File: src/rtl/branch_decoder_unit_pkg.sv
// branch_decoder_unit_pkg: next-PC select encodings shared by the branch decoder and hazard unit
package branch_decoder_unit_pkg;
  typedef enum logic [2:0] {
    PcPlus4  = 3'd0,
    PcBranch = 3'd1,
    PcJal    = 3'd2,
    PcJalr   = 3'd3,
    PcTrap   = 3'd4,
    PcMret   = 3'd5
  } pc_src_t;
endpackage

File: src/rtl/hazard_unit_pkg.sv
// hazard_unit_pkg: hazard classes, rs2 usage flag and the register match helper
package hazard_unit_pkg;
  localparam int RegW = 5;
  typedef enum logic [1:0] {
    NoHazard      = 2'd0,
    HazardDecode  = 2'd1,
    HazardExecute = 2'd2
  } hazard_t;
  typedef enum logic {
    RsOne  = 1'b0,
    RsBoth = 1'b1
  } rs_used_t;
  // x0 is hardwired to zero, so a write to it never creates a dependency
  function automatic logic match(input logic [RegW-1:0] rs, input logic [RegW-1:0] rd,
                                 input logic we, input logic en);
    return (rs == rd) && (rd != '0) && we && en;
  endfunction
endpackage

File: src/rtl/hazard_unit_data_hazard_detector.sv
// data_hazard_detector: RAW hazard check for one source register against EX and MEM
module data_hazard_detector
  import hazard_unit_pkg::*;
(
  input  logic [RegW-1:0] rs,
  input  logic [RegW-1:0] rd_ex,
  input  logic [RegW-1:0] rd_mem,
  input  logic            reg_we_ex,
  input  logic            reg_we_mem,
  input  logic            mem_rd_en_ex,
  input  logic            mem_rd_en_mem,
  input  logic            rd_complete_ex,
  input  logic            st,
  input  hazard_t         hazard_type,
  output logic            hazard
);
  logic decode_hit;
  logic execute_hit;
  assign decode_hit  = match(rs, rd_ex, reg_we_ex, !rd_complete_ex) ||
                       match(rs, rd_mem, reg_we_mem, mem_rd_en_mem);
  assign execute_hit = match(rs, rd_ex, reg_we_ex, mem_rd_en_ex && !st);
  assign hazard = (hazard_type == HazardDecode)  ? decode_hit :
                  (hazard_type == HazardExecute) ? execute_hit : 1'b0;
endmodule

File: src/rtl/hazard_unit.sv
// hazard_unit: combinational stall/flush control for the 5-stage pipeline
module hazard_unit
  import hazard_unit_pkg::*;
  import branch_decoder_unit_pkg::*;
(
  input  logic            clock,
  input  logic            reset,
  input  hazard_t         hazard_type,
  input  rs_used_t        rs_used,
  input  pc_src_t         pc_src,
  input  logic            interrupt,
  input  logic            flush_all,
  input  logic [RegW-1:0] rs1_id,
  input  logic [RegW-1:0] rs2_id,
  input  logic [RegW-1:0] rd_ex,
  input  logic [RegW-1:0] rd_mem,
  input  logic            reg_we_ex,
  input  logic            reg_we_mem,
  input  logic            mem_rd_en_ex,
  input  logic            mem_rd_en_mem,
  input  logic            store_id,
  input  logic            rd_complete_ex,
  output logic            stall_if,
  output logic            stall_id,
  output logic            stall_ex,
  output logic            stall_mem,
  output logic            stall_wb,
  output logic            flush_id,
  output logic            flush_ex,
  output logic            flush_mem,
  output logic            flush_wb
);
  logic            unused;
  logic [RegW-1:0] rs2_eff;
  logic            hazard_rs1;
  logic            hazard_rs2;
  logic            data_stall;
  assign unused  = &{1'b0, clock, reset};
  assign rs2_eff = (rs_used == RsBoth) ? rs2_id : '0;
  data_hazard_detector u_rs1 (
    .rs             (rs1_id),
    .rd_ex          (rd_ex),
    .rd_mem         (rd_mem),
    .reg_we_ex      (reg_we_ex),
    .reg_we_mem     (reg_we_mem),
    .mem_rd_en_ex   (mem_rd_en_ex),
    .mem_rd_en_mem  (mem_rd_en_mem),
    .rd_complete_ex (rd_complete_ex),
    .st             (1'b0),
    .hazard_type    (hazard_type),
    .hazard         (hazard_rs1)
  );
  // store data is read late, so a load in EX can forward to it without a stall
  data_hazard_detector u_rs2 (
    .rs             (rs2_eff),
    .rd_ex          (rd_ex),
    .rd_mem         (rd_mem),
    .reg_we_ex      (reg_we_ex),
    .reg_we_mem     (reg_we_mem),
    .mem_rd_en_ex   (mem_rd_en_ex),
    .mem_rd_en_mem  (mem_rd_en_mem),
    .rd_complete_ex (rd_complete_ex),
    .st             (store_id),
    .hazard_type    (hazard_type),
    .hazard         (hazard_rs2)
  );
  assign data_stall = hazard_rs1 || hazard_rs2;
  assign stall_if   = data_stall;
  assign stall_id   = data_stall;
  assign flush_ex   = data_stall || flush_all;
  assign flush_id   = flush_all || interrupt || (pc_src != PcPlus4);
  assign stall_ex   = interrupt;
  assign stall_mem  = interrupt;
  assign stall_wb   = interrupt;
  assign flush_mem  = flush_all;
  assign flush_wb   = flush_all;
endmodule

File: config.mk
export PLATFORM = sky130hd
export DESIGN_NAME = hazard_unit
export DESIGN_NICKNAME = d
export VERILOG_FILES = /design/src/rtl/branch_decoder_unit_pkg.sv /design/src/rtl/hazard_unit_pkg.sv /design/src/rtl/hazard_unit_data_hazard_detector.sv /design/src/rtl/hazard_unit.sv
export SDC_FILE = /design/constraint.sdc
export NUM_CORES = 1
export LEC_CHECK = 0
export ABC_AREA = 1
export CAP_MARGIN = 20
export CORE_MARGIN = 4
export CORE_UTILIZATION = 30
export DETAILED_ROUTE_END_ITERATION = 10
export PLACE_DENSITY = 0.88
export RECOVER_POWER = 100
export SYNTH_ARGS = -nofsm -noshare
export SYNTH_HDL_FRONTEND = slang
export SYNTH_SLANG_ARGS = --single-unit
File: constraint.sdc
create_clock -name vclk -period 1.7
set_clock_uncertainty 0.2 [all_clocks]
set_input_delay 0.425 -clock vclk [all_inputs]
set_output_delay 0.425 -clock vclk [all_outputs]
set_load 0.01 [all_outputs]
==> run_results.csv, run 1 <==
group,metric,value,unit
routing,drtPass1Iterations,4,
timing,min_period,2.14,ns
finish,n_clock_buffer,0,
run_status,status,"complete, but fails checks",
finish,drive_above_1_share,40.6,%
synth,ys_warn_count,0,
synth,yosysUniqueCellTypes,16,
run_status,violations,"setup timing",
synth,syn_inst,114,
floorplanning,die_h,49.7,um
timing,min_period_over_period,126,%
floorplanning,die-width,49.7,um
floorplanning,die_area,0.00247,sq mm
flow_run,maxCapViolations,0,
global_route,grt_pass1_wl,3.35,mm
worst_hold_path,hold_path_depth,4,
finish,final_cell_mix,"nand2_1, inv_1, nand2_2, dlygate4sd2_1",
routing,ant_nets,0,
pwr,peakVddDrop,0.141,mV
worst_hold_path,worstHoldEndpoint,"flush_id",
routing,dr.first_iter.drc_count,16,
global_route,gr-total-overflow,0,
routing,drc,0,
synth,syn_area_per_cell,4.58,sq um
finish,areaGrowthSynthToFinish,110,%
placement,place_congestion,0.808,
pwr,p_per_area,228,mW/mm^2
finish,finalNonFillerCells,176,
timing,hold_violations,0,
worst_setup_path,path_max_fanout,5,
floorplanning,ioPinCount,45,
placement,dp_slack,-1.30,ns
worst_setup_path,endpoint_kind,"primary output",
timing,tns,-1.30,ns
worst_hold_path,hold_start,"pc_src[1]",
timing,relSlewSlack,85.2,%
synth,synth_top_area_share,35.3,%
routing,vias_per_cell,5.05,
synth,synth_seq_area_share,0,%
finish,diodes,0,
timing,worst_slew_pin_slew,0.222,ns
placement,numPortBuffers,43,
worst_hold_path,min_path_type,"in2out",
worst_setup_path,crit_path_start_kind,"input pin",
timing,rsz0062_at_grt,"yes",
finish,final_nets,198,
synth,synth_nets,150,
global_route,track_usage,16.7,%
synth,synth_top_cell_by_area,"nand2_1",
worst_setup_path,worstPathArrival,1.52,ns
floorplanning,row_count,14,
timing,setup_violations,3,
timing,max_freq,467,MHz
synth,synth.area.top_cells,"nand2_1, inv_1, nand3_1, buf_4, nor2_1",
worst_setup_path,required,1.07,ns
finish,seqCellArea,0,sq um
synth,netlist_area,522,sq um
floorplanning,initial_utilization,33.1,%
routing,post_drt_wl_per_cell,12.9,um
placement,dp_cells,173,
global_route,antenna_found_initial,0,
pwr,p_leak,0.616,nW
global_route,grt_max_degree,6,
finish,seq_cell_count,0,
placement,hpwl,1.81,mm
floorplanning,coreArea,0.00158,sq mm
global_route,grt_pass1_vias,829,
finish,multi_input_area,508,sq um
timing,slew_violations,0,
timing,setup_ws,-0.442,ns
worst_setup_path,crit_path_start,"rs_used",
finish,mostFrequentLayoutCell,"nand2_1",
finish,fillers,133,
routing,vias,889,
routing,wl,2.28,mm
clock_tree,holdBufCountCts,0,
worst_setup_path,crit_type,"in2out",
## routing by layer
layer	part of all wire (%)	global-route usage (%)	up-vias
met3	5.9	0.904	8
met5	0	0	-
met4	2.5	5.07	0
met1	37	18.1	407
li1	-	-	439
met2	55	33.5	35
## final cells by class
| cell class | count | area share, % |
|---|---|---|
| Inverter | 18 | 6.16 |
| Multi-Input combinational cell | 89 | 46.3 |
| Tap cell | 16 | 1.83 |
| Timing Repair Buffer | 53 | 45.7 |
## logic make-up after synthesis
family | after synthesis | share of synthesized area [%]
AOI/OAI and AO/OA | 5 | 4.80
buffers and inverters | 25 | 23.7
and+or+nand+nor | 80 | 64.7
xor gates and xnor gates | 4 | 6.72
## worst max-delay path by stage
stage	to	slack [ns]	cells past startpoint
4_1_cts	flush_ex	-0.41	14
3_5_place_dp	flush_ex	-1.30	13
6_report	flush_ex	-0.44	13
3_3_place_gp	flush_ex	-1.21	13
5_1_grt	stall_if	-0.54	12
2_1_floorplan	stall_if	-0.18	13
## cells in the mapped netlist (all sizes together)
library cell / count
xor2: 2
nand3: 12
nor2: 11
nor3: 3
o21ai: 5
nand3b: 1
inv: 18
nand2: 52
xnor2: 2
nand4: 1
buf: 7
## report_power, final
part,switching [W],internal [W],total (W)
Sequential,0,0,0
Clock,0,0,0
Combinational,0.000119,0.000130,0.000249
## what timing repair did
action                     in CTS  in global routing
buffers inserted                2                  0
setup endpoints to repair       9                  4
gates resized for setup       107                 28
cloned                          1                  0
pin swaps                      19                 15
## through the flow
step	total power, W	hold WS [ns]	util, %	cell area (sq um)
after CTS	0.000228	1.06	66.8	1050
after global routing	0.000269	1.09	69.5	1100
after detailed placement	0.000225	1.61	63.2	996
after global placement	0.000217	1.59	63.2	996
after floorplan	0.0000941	0.742	-	549
final	0.000249	1.07	69.5	1100
## worst max-delay path, cell delays in order
cell,delay (ns)
buf_12,0.10
buf_12,0.12
nand2_4,0.05
buf_6,0.11
o21ai_1,0.11
nor2_1,0.06
nand2_1,0.06
nand2_1,0.05
nand2_1,0.07
nand2_1,0.06
nand2_2,0.08
nand3_2,0.09
buf_6,0.13
No activity file was read; power rests on OpenSTA's default activity.
==> inputs of run 2 (changes only) <==
==> constraint.sdc (replaced) <==
create_clock -name vclk -period 1.9
set_clock_uncertainty 0.2 [all_clocks]
set_input_delay 0.475 -clock vclk [all_inputs]
set_output_delay 0.475 -clock vclk [all_outputs]
set_load 0.01 [all_outputs]
==> run_results.csv, run 2 (synthesized netlist as in run 1, its figures left out) <==
group,metric,value,unit
placement,place_congestion,0.939,
run_status,status,"complete, but fails checks",
worst_setup_path,worstPathArrival,1.60,ns
run_status,violations,"setup timing",
worst_setup_path,crit_type,"in2out",
routing,post_drt_wl_per_cell,13.2,um
timing,hold_violations,0,
pwr,finalPower,0.000200,W
timing,setup_violations,3,
worst_setup_path,required,1.22,ns
finish,n_clock_buffer,0,
timing,setup_ws,-0.378,ns
routing,drtPass1Iterations,4,
pwr,p_per_area,203,mW/mm^2
pwr,peakVddDrop,0.119,mV
worst_setup_path,crit_path_start,"rs_used",
floorplanning,ioPinCount,45,
finish,multi_input_area,500,sq um
timing,rsz0062_at_grt,"yes",
floorplanning,initial_utilization,33.1,%
global_route,track_usage,16.8,%
floorplanning,die_h,49.7,um
worst_setup_path,crit_path_start_kind,"input pin",
finish,diodes,0,
global_route,grt_pass1_wl,3.40,mm
finish,fillers,137,
timing,max_freq,439,MHz
floorplanning,coreArea,0.00158,sq mm
finish,drive_above_1_share,35.9,%
placement,numPortBuffers,43,
routing,vias_per_cell,4.91,
worst_hold_path,min_path_type,"in2out",
timing,slew_violations,0,
routing,drc,0,
finish,final_nets,194,
timing,tns,-1.11,ns
pwr,p_leak,0.567,nW
flow_run,maxCapViolations,0,
timing,worst_slew_pin_slew,0.173,ns
finish,final_cell_mix,"nand2_1, inv_1, dlygate4sd2_1, clkbuf_2",
global_route,grt_max_degree,7,
timing,min_period,2.28,ns
floorplanning,die-width,49.7,um
routing,ant_nets,0,
placement,hpwl,1.63,mm
timing,relSlewSlack,88.4,%
finish,seqCellArea,0,sq um
routing,wl,2.26,mm
floorplanning,row_count,14,
clock_tree,holdBufCountCts,0,
global_route,antenna_found_initial,0,
finish,fin_util,62.5,%
finish,areaGrowthSynthToFinish,89.0,%
floorplanning,die_area,0.00247,sq mm
routing,dr.first_iter.drc_count,19,
timing,hold_ws,1.24,ns
worst_setup_path,path_max_fanout,6,
global_route,grt_pass1_vias,837,
timing,min_period_over_period,120,%
global_route,gr-total-overflow,0,
worst_setup_path,endpoint_kind,"primary output",
finish,mostFrequentLayoutCell,"nand2_1",
routing,vias,845,
worst_setup_path,endpoint,"flush_ex",
finish,seq_cell_count,0,
## run 2: where the power goes
part           total (W)  internal, W  leakage [nW]  switching [W]
clock network          0            0             0              0
registers              0            0             0              0
logic           0.000200    0.0000972         0.567       0.000103
## run 2: critical path, cell delays in order
cell and delay [ns]:
buf_8 0.09, buf_8 0.13, nand2_8 0.06, buf_6 0.12, o21ai_2 0.13, nor2_1 0.05
nand2_1 0.06, nand2_1 0.05, nand2_1 0.07, nand2_1 0.08, nand2_2 0.09, nand3_2 0.08
buf_6 0.13
## run 2: what timing repair did
action / CTS / global route
pin swaps: 14 / 24
gates resized for setup: 92 / 37
cloned: 0 / 0
setup buffers: 2 / 0
endpoints found under the setup margin: 9 / 3
## run 2: metrics by stage
stage	area, sq um	setup slack [ns]	std cells
floorplan	536	-0.0872	114
global route	986	-0.445	172
global placement	956	-1.14	170
CTS	983	-0.312	172
finish	986	-0.378	172
detailed placement	956	-1.17	170
## run 2: how the worst min path moves through the flow
stage               slack, ns      start         to  cells past startpoint
floorplan                0.84  flush_all  flush_mem                      1
global placement         1.70  interrupt   stall_ex                      2
detailed placement       1.71  interrupt   stall_wb                      2
CTS                      1.19  pc_src[1]   flush_id                      4
global route             1.26  flush_all   flush_ex                      4
finish                   1.24  flush_all   flush_ex                      4
## run 2: area by class of cell
type	instances	area share, %
multi-input combinational	89	50.8
timing repair buffer	49	40.4
inverter	18	6.85
tap	16	2.03
## run 2: per-layer routing
metal  vias up  share of wire (%)  track usage (%)
li1        427                  -                -
met1       372                 36             16.7
met2        38                 55             33.9
met3         8                6.4             2.71
met4         0                2.8             6.45
met5         -                  0                0
==> inputs of run 3 (changes only) <==
--- a/config.mk
+++ b/config.mk
@@ -7,11 +7,12 @@
 export LEC_CHECK = 0
 export ABC_AREA = 1
 export CAP_MARGIN = 20
-export CORE_MARGIN = 4
+export CORE_MARGIN = 3
 export CORE_UTILIZATION = 30
 export DETAILED_ROUTE_END_ITERATION = 10
 export PLACE_DENSITY = 0.88
 export RECOVER_POWER = 100
+export SETUP_SLACK_MARGIN = 0.4
 export SYNTH_ARGS = -nofsm -noshare
 export SYNTH_HDL_FRONTEND = slang
 export SYNTH_SLANG_ARGS = --single-unit
==> run_results.csv, run 3 (synthesized netlist as in run 1, its figures left out) <==
group,metric,value,unit
run_status,status,"complete, but fails checks",
run_status,violations,"setup timing",
timing,slew_violations,0,
finish,mostFrequentLayoutCell,"nand2_1",
global_route,grt_max_degree,6,
timing,hold_violations,0,
finish,fin_util,63.9,%
placement,dp_slack,-1.24,ns
floorplanning,ioPinCount,45,
global_route,track_usage,17.8,%
timing,tns,-1.11,ns
worst_setup_path,endpoint_kind,"primary output",
pwr,p_leak,0.568,nW
finish,seq_cell_count,0,
finish,drive_above_1_share,32.9,%
timing,worst_slew_pin_slew,0.188,ns
worst_setup_path,required,1.22,ns
flow_run,maxCapViolations,0,
timing,relSlewSlack,87.5,%
pwr,peakVddDrop,0.106,mV
timing,min_period_over_period,120,%
routing,ant_nets,0,
worst_setup_path,crit_path_start_kind,"input pin",
floorplanning,die_area,0.00228,sq mm
finish,areaGrowthSynthToFinish,93.0,%
finish,final_cell_mix,"nand2_1, inv_1, nor2_1, buf_2, nand3_1",
finish,seqCellArea,0,sq um
placement,hpwl,1.71,mm
worst_hold_path,min_path_type,"in2out",
routing,vias_per_cell,4.99,
timing,min_period,2.28,ns
finish,postLayoutCellArea,0.00101,sq mm
placement,place_area,981,sq um
timing,max_freq,439,MHz
floorplanning,row_count,14,
floorplanning,initial_utilization,33.1,%
global_route,grt_pass1_wl,2.95,mm
timing,setup_ws,-0.376,ns
worst_setup_path,crit_type,"in2out",
global_route,grt_pass1_vias,745,
worst_setup_path,path_max_fanout,3,
timing,setup_violations,3,
routing,vias,868,
worst_setup_path,worstPathArrival,1.60,ns
worst_setup_path,path_cells,"clkdlybuf4s15_1, inv_1, nand2_1, nand2_1, nor2_2, nand3_2, nand2_1, nand4_1, nand2_2, buf_6",
clock_tree,holdBufCountCts,0,
finish,fillers,156,
routing,drtPass1Iterations,4,
worst_setup_path,critPathSlowestCell,"clkdlybuf4s15_1",
timing,rsz0062_at_grt,"yes",
finish,n_clock_buffer,0,
global_route,gr-total-overflow,0,
finish,final_nets,196,
placement,place_congestion,0.834,
finish,diodes,0,
placement,numPortBuffers,43,
routing,wl,2.19,mm
pwr,p_per_area,204,mW/mm^2
routing,drc,0,
floorplanning,die-width,47.7,um
global_route,antenna_found_initial,0,
floorplanning,coreArea,0.00158,sq mm
routing,post_drt_wl_per_cell,12.6,um
floorplanning,die_h,47.7,um
routing,dr.first_iter.drc_count,10,
worst_setup_path,slowest_delay,0.21,ns
pwr,finalPower,0.000206,W
worst_setup_path,crit_top_cell,"nand2_1",
[run 3: cell types whose count changed in the layout (fill, tap and decap cells not counted), sizes merged]
cell / previous run / this run
dlygate4sd2: 12 / 3
clkbuf: 11 / 10
clkdlybuf4s15: 2 / 6
buf: 16 / 24
[run 3: layout make-up]
type	instances	area (sq um)	area share [%]
multi-input cells	89	479	47.6
repair buffers	51	440	43.7
inverters	18	67.6	6.71
well taps	16	20.0	1.99
[run 3: metal layers]
metal	GRT usage, %	wire length [um]	vias to the layer above
met4	7.53	86	0
met1	20.3	776	387
met5	0	0	-
li1	-	-	431
met3	1.13	144	10
met2	33.5	1180	40
[run 3: metrics by stage]
stage / cells / hold slack [ns]
floorplan: 114 / 0.842
global placement: 171 / 1.69
detailed placement: 171 / 1.70
CTS: 174 / 1.01
global route: 174 / 1.01
finish: 174 / 0.990
[run 3: worst max-delay path: cells and delay by family]
family                 cells  cell delay [ns]
buffers and inverters      3             0.38
and+or+nand+nor            7             0.74
[run 3: worst paths after layout]
check | end | cells after the start | slack, ns | start
max | stall_id | 10 | -0.38 | rs1_id[4]
min | stall_wb | 2 | 0.99 | interrupt
[run 3: where the power goes]
part           total, W  internal [W]  switching, W  leakage (nW)
clock                 0             0             0             0
sequential            0             0             0             0
combinational  0.000206      0.000106      0.000100         0.568
[run 3: repair_timing]
item	CTS	global route
pin swaps	21	20
gates resized for setup	121	23
gates cloned	1	0
buffers inserted	2	0
endpoints found under the setup margin	9	9
